File: config.mk
export PLATFORM = sky130hd
export DESIGN_NAME = fp_add_arbiter
export DESIGN_NICKNAME = d
export VERILOG_FILES = /design/src/rtl/fp_add_arbiter.sv
export SDC_FILE = /design/constraint.sdc
export NUM_CORES = 1
export LEC_CHECK = 0
export ABC_AREA = 1
export BUFFER_PORTS_ARGS = -buffer_cell sky130_fd_sc_hd__clkbuf_2
export CORE_MARGIN = 5
export CORE_UTILIZATION = 47
export CTS_BUF_LIST = sky130_fd_sc_hd__clkbuf_8
export CTS_CLUSTER_DIAMETER = 150
export DETAILED_ROUTE_END_ITERATION = 12
export HOLD_SLACK_MARGIN = 0.1
export PLACE_DENSITY = 0.83
export SYNTH_ARGS = -nofsm -noshare
export SYNTH_HDL_FRONTEND = slang
export SYNTH_SLANG_ARGS = --single-unit
File: constraint.sdc
create_clock -name clk_in -period 4.1 [get_ports clk_in]
set_input_delay 0.82 -clock clk_in [delete_from_list [all_inputs] [get_ports clk_in]]
set_output_delay 0.82 -clock clk_in [all_outputs]
set_load 0.005 [all_outputs]
File: src/rtl/fp_add_arbiter.sv
// fp_add_arbiter: round-robin sharing of one fixed-latency FP adder between two
// requesters; latches operands, pulses add_start, captures the sum after LATENCY cycles.
`default_nettype none

module fp_add_arbiter #(
    parameter int WIDTH   = 32,
    parameter int LATENCY = 33
) (
    input  logic             clk_in,
    input  logic             rst_in,
    input  logic             req0,
    input  logic [WIDTH-1:0] a0,
    input  logic [WIDTH-1:0] b0,
    input  logic             req1,
    input  logic [WIDTH-1:0] a1,
    input  logic [WIDTH-1:0] b1,
    output logic             gnt0,
    output logic             gnt1,
    output logic             done0,
    output logic             done1,
    output logic [WIDTH-1:0] result_out,
    output logic             add_start,
    output logic [WIDTH-1:0] add_a,
    output logic [WIDTH-1:0] add_b,
    input  logic [WIDTH-1:0] add_result,
    output logic             busy
);

    typedef enum logic [1:0] {
        S_IDLE  = 2'd0,
        S_ISSUE = 2'd1,
        S_WAIT  = 2'd2,
        S_DONE  = 2'd3
    } state_t;

    localparam logic [5:0] C_LAST_CNT = 6'(LATENCY - 1);

    state_t           state_q;
    logic [5:0]       count_q;
    logic             last_q;
    logic             owner_q;
    logic             gnt0_q;
    logic             gnt1_q;
    logic             done0_q;
    logic             done1_q;
    logic             start_q;
    logic             busy_q;
    logic [WIDTH-1:0] result_q;
    logic [WIDTH-1:0] add_a_q;
    logic [WIDTH-1:0] add_b_q;

    // Requester 0 wins when alone, or on a tie when requester 1 was served last.
    logic w_pick0;
    assign w_pick0 = req0 && (!req1 || last_q);

    always_ff @(posedge clk_in or posedge rst_in) begin
        if (rst_in) begin
            state_q  <= S_IDLE;
            count_q  <= '0;
            last_q   <= 1'b1;
            owner_q  <= 1'b0;
            gnt0_q   <= 1'b0;
            gnt1_q   <= 1'b0;
            done0_q  <= 1'b0;
            done1_q  <= 1'b0;
            start_q  <= 1'b0;
            busy_q   <= 1'b0;
            result_q <= '0;
            add_a_q  <= '0;
            add_b_q  <= '0;
        end else begin
            case (state_q)
                S_IDLE: begin
                    if (req0 || req1) begin
                        owner_q <= !w_pick0;
                        gnt0_q  <= w_pick0;
                        gnt1_q  <= !w_pick0;
                        add_a_q <= w_pick0 ? a0 : a1;
                        add_b_q <= w_pick0 ? b0 : b1;
                        start_q <= 1'b1;
                        busy_q  <= 1'b1;
                        state_q <= S_ISSUE;
                    end
                end
                S_ISSUE: begin
                    start_q <= 1'b0;
                    count_q <= '0;
                    state_q <= S_WAIT;
                end
                S_WAIT: begin
                    // The adder output is valid exactly when the count reaches its last value.
                    if (count_q == C_LAST_CNT) begin
                        result_q <= add_result;
                        done0_q  <= !owner_q;
                        done1_q  <= owner_q;
                        state_q  <= S_DONE;
                    end else begin
                        count_q <= count_q + 6'd1;
                    end
                end
                S_DONE: begin
                    done0_q <= 1'b0;
                    done1_q <= 1'b0;
                    gnt0_q  <= 1'b0;
                    gnt1_q  <= 1'b0;
                    busy_q  <= 1'b0;
                    last_q  <= owner_q;
                    state_q <= S_IDLE;
                end
                default: state_q <= S_IDLE;
            endcase
        end
    end

    assign gnt0       = gnt0_q;
    assign gnt1       = gnt1_q;
    assign done0      = done0_q;
    assign done1      = done1_q;
    assign result_out = result_q;
    assign add_start  = start_q;
    assign add_a      = add_a_q;
    assign add_b      = add_b_q;
    assign busy       = busy_q;

endmodule

`default_nettype wire

==> reports/metrics.csv <==
stage;metric;value;unit
final_layout;# fillers;883;
pwr;PwrDens;588.0;nW/µm²
critical_path;cells on worst reg2reg path;6;
placement;area of placed instances;6329;µm²
global_routing;initial antenna violation count;0;
floorplan;IO Count;266;
floorplan;Die Y-Extent;113.0;µm
synth;Gate Count Post-Synth;588;
synth;Synth Area in Simple Gates;0.2074;
synth;Avg Inst Size Synth;8.484;µm²
clock_tree;post-CTS setup buffers;0;
sta;Max Freq;442.1;MHz
sta;crit path time final;2.262;ns
clock_tree;CTS clock-pin slew for the worst setup and hold paths;0.11;ns
synth;area share of fa/ha/maj cells after synthesis;0.01756;
critical_path;setup slack, reg-to-reg;1.84;ns
pwr;leak pwr;3.460;nW
detailed_routing;DR DRC count;0;
sta;fin. max-slew vios;0;
global_routing;vias in the first global route;4743;
clock_tree;CTS hold repair buffers;0;
sta;skew final;0.01640;ns
critical_path;kind of critical path;reg -> reg;
pwr;Peak VDD IR;0.0002958;V
placement;Detail Placement HPWL;11.41;mm
final_layout;share of cells above drive strength 1;0.3536;
clock_tree;CTS root buf;clkbuf_8;
job;maxcap violations;0;
sta;Slew headroom;0.3805;
outcome;status;finished, final reports clean;
floorplan;die width;113.0;µm
detailed_routing;DR vias;4781;
critical_path;crit-path max FO;36;
synth;Post-Synth XOR/XNOR Area;0.003511;
floorplan;core footprint;10320;µm²
clock_tree;CTS resizes;0;
synth;Compound-Gate Fraction of Synth Area;0.1492;
critical_path;FF-to-FF Start;state_q[0]$_DFFE_PP0P_;
final_layout;n_diodes;0;
synth;ys async rst share;1.000;
clock_tree;Sink Count;112;
clock_tree;cts bufs inserted;9;
final_layout;synthesis-to-finish area growth;30.90;%
placement;final RePlAce weighted congestion;0.8542;
synth;Syn. warnings;0;
clock_tree;depth of the CTS H-tree;3;
clock_tree;clk_lat worst skew;0.36;ns
hold_path;worst hold start;result_out[22]$_DFFE_PP0P_;
hold_path;Hold Path Class;reg -> reg;
synth;synthesized cell area;4989;µm²
clock_tree;clock buffer depth;2;
floorplan;Row Count;37;
final_layout;Layout Nets;1003;
synth;post-synthesis sequential area ratio;0.5621;
global_routing;largest net degree at the start of global routing;69;
sta;Hold Vio Cnt, Final;0;
floorplan;Initial Utilization;0.4832;
detailed_routing;first-pass iteration count of the detailed router;4;
clock_tree;CTS tree;yes;
hold_path;Min-Delay Endpoint;result_out[22]$_DFFE_PP0P_;
sta;final worst-path cycle share;0.5517;
final_layout;post-route cell area;6530;µm²
sta;actual slew at the worst max-slew pin;0.9292;ns
synth;Distinct cells, synth;28;
synth;post-synthesis register bit count;112;
sta;RSZ-0062 raised after global routing;false;
critical_path;critical path arrival;2.56;ns
synth;EDFF count, synth;0;
detailed_routing;antenna viol nets, final;0;
critical_path;Critical Path RT;4.40;ns
placement;PortBufs;265;
critical_path;nature of the critical path startpoint;flip-flop;
synth;largest family of logic cells by synthesized area;simple AND/OR/NAND/NOR gates;
hold_path;hold path depth;2;
sta;Fin Setup TNS;0;ns
global_routing;first-pass GRT wire length;23.77;mm
synth;most used flip-flop cell after synthesis;dfrtp_1;
floorplan;total die area;12770;µm²
critical_path;CP Launch Point;state_q[0]$_DFFE_PP0P_;
global_routing;Tot GR Track Use;0.2314;
detailed_routing;Vias/cell;4.914;
detailed_routing;drt initial violations;287;
critical_path;R2R Path End;done0$_DFFE_PP0P_;
sta;Setup-failing EPs final;0;
global_routing;grt total ovfl;0;
detailed_routing;WL final;14.96;mm
critical_path;endpoint class of the critical path;flip-flop;
synth;post-synthesis mux area share;0;
detailed_routing;DR WL/cell;15.38;µm
synth;Syn Nets;759;
routing by layer:
metal  global-route usage  vias to the layer above  part of all wire
li1                     -                     2375                 -
met1               0.2907                     2157              0.40
met2               0.3882                      218              0.49
met3              0.06578                       31             0.091
met4              0.07212                        0             0.021
met5                    0                        -                 0
cell families (layout without fill, tap and decap cells):
kind of cell,after synthesis,after routing
xor gates and xnor gates,2,2
DFF,112,112
buffers and inverters,58,307
AOI/OAI and AO/OA,145,145
adders and majority gates,7,7
and+or+nand+nor,264,264
placed cells by master (no fill, tap or decap), types with 3 or more instances in the layout:
master,instances
buf_4,3
ha_1,7
inv_1,17
clkbuf_8,9
o22ai_1,3
inv_2,3
nor2_1,66
nand3_1,10
clkbuf_2,265
o21ai_0,76
dfrtp_1,111
nand2_1,183
clkinv_2,3
o21ai_1,60
metrics by stage:
step / std cells / utilization / power, mW / setup WS [ns] / hold WS (ns)
after CTS: 973 / 0.6325 / 3.888 / 1.836 / 0.4941
after floorplan: 588 / - / 2.532 / 0.3227 / 0.4724
after global placement: 957 / 0.6130 / 3.159 / 1.785 / 0.4622
after global routing: 973 / 0.6325 / 4.153 / 1.587 / 0.5055
after detailed placement: 957 / 0.6130 / 3.213 / 1.711 / 0.4672
final: 973 / 0.6325 / 3.840 / 1.838 / 0.4902
critical path: stages (launching register included):
cell and delay, ns:
dfrtp_1 0.41, inv_1 0.13, ha_1 0.40, nand4_4 0.50, clkinv_2 0.53, nand3_1 0.13
nand2_1 0.09
power by group:
part	switching, mW	leakage, nW	internal [mW]
Sequential	0.230	1.27	1.48
Combinational	0.864	2.09	0.592
Clock	0.383	0.106	0.291
state kept, by name, indices dropped and copies added, names as in the netlist, 2 cells and up:
signal,count
add_a,32
add_b,32
result_out,32
count_q,6
state_q,2
worst max path at each step:
stage / end / slack (ns) / cells past startpoint
global placement: add_a[29]$_DFFE_PP0P_ / 1.79 / 7
CTS: done1$_DFFE_PP0P_ / 1.84 / 6
detailed placement: add_a[29]$_DFFE_PP0P_ / 1.71 / 6
finish: done0$_DFFE_PP0P_ / 1.84 / 6
floorplan: add_a[0]$_DFFE_PP0P_ / 0.32 / 1
global route: done0$_DFFE_PP0P_ / 1.59 / 6
final cells by class:
| class | instances | area (µm²) | share of cell area |
|---|---|---|---|
| sequential | 112 | 2804 | 0.4294 |
| multi-input combinational | 418 | 1899 | 0.2909 |
| timing repair buffer | 269 | 1369 | 0.2096 |
| tap | 136 | 170.2 | 0.02606 |
| clock buffer | 9 | 123.9 | 0.01897 |
| inverter | 22 | 86.33 | 0.01322 |
| clock inverter | 7 | 77.57 | 0.01188 |
cells in the mapped netlist, drive strengths merged (2+ instances only):
library cell	number	area [µm²]
nand2	183	686.9
o21ai	137	689.4
dfrtp	111	2778
nor2	68	265.3
buf	29	190.2
inv	21	78.82
nand3	10	50.05
clkbuf	7	26.28
ha	7	87.58
o22ai	3	18.77
a21oi	2	13.76
nand4	2	27.53
o211ai	2	15.01
No activity file was read; power rests on OpenSTA's default activity.
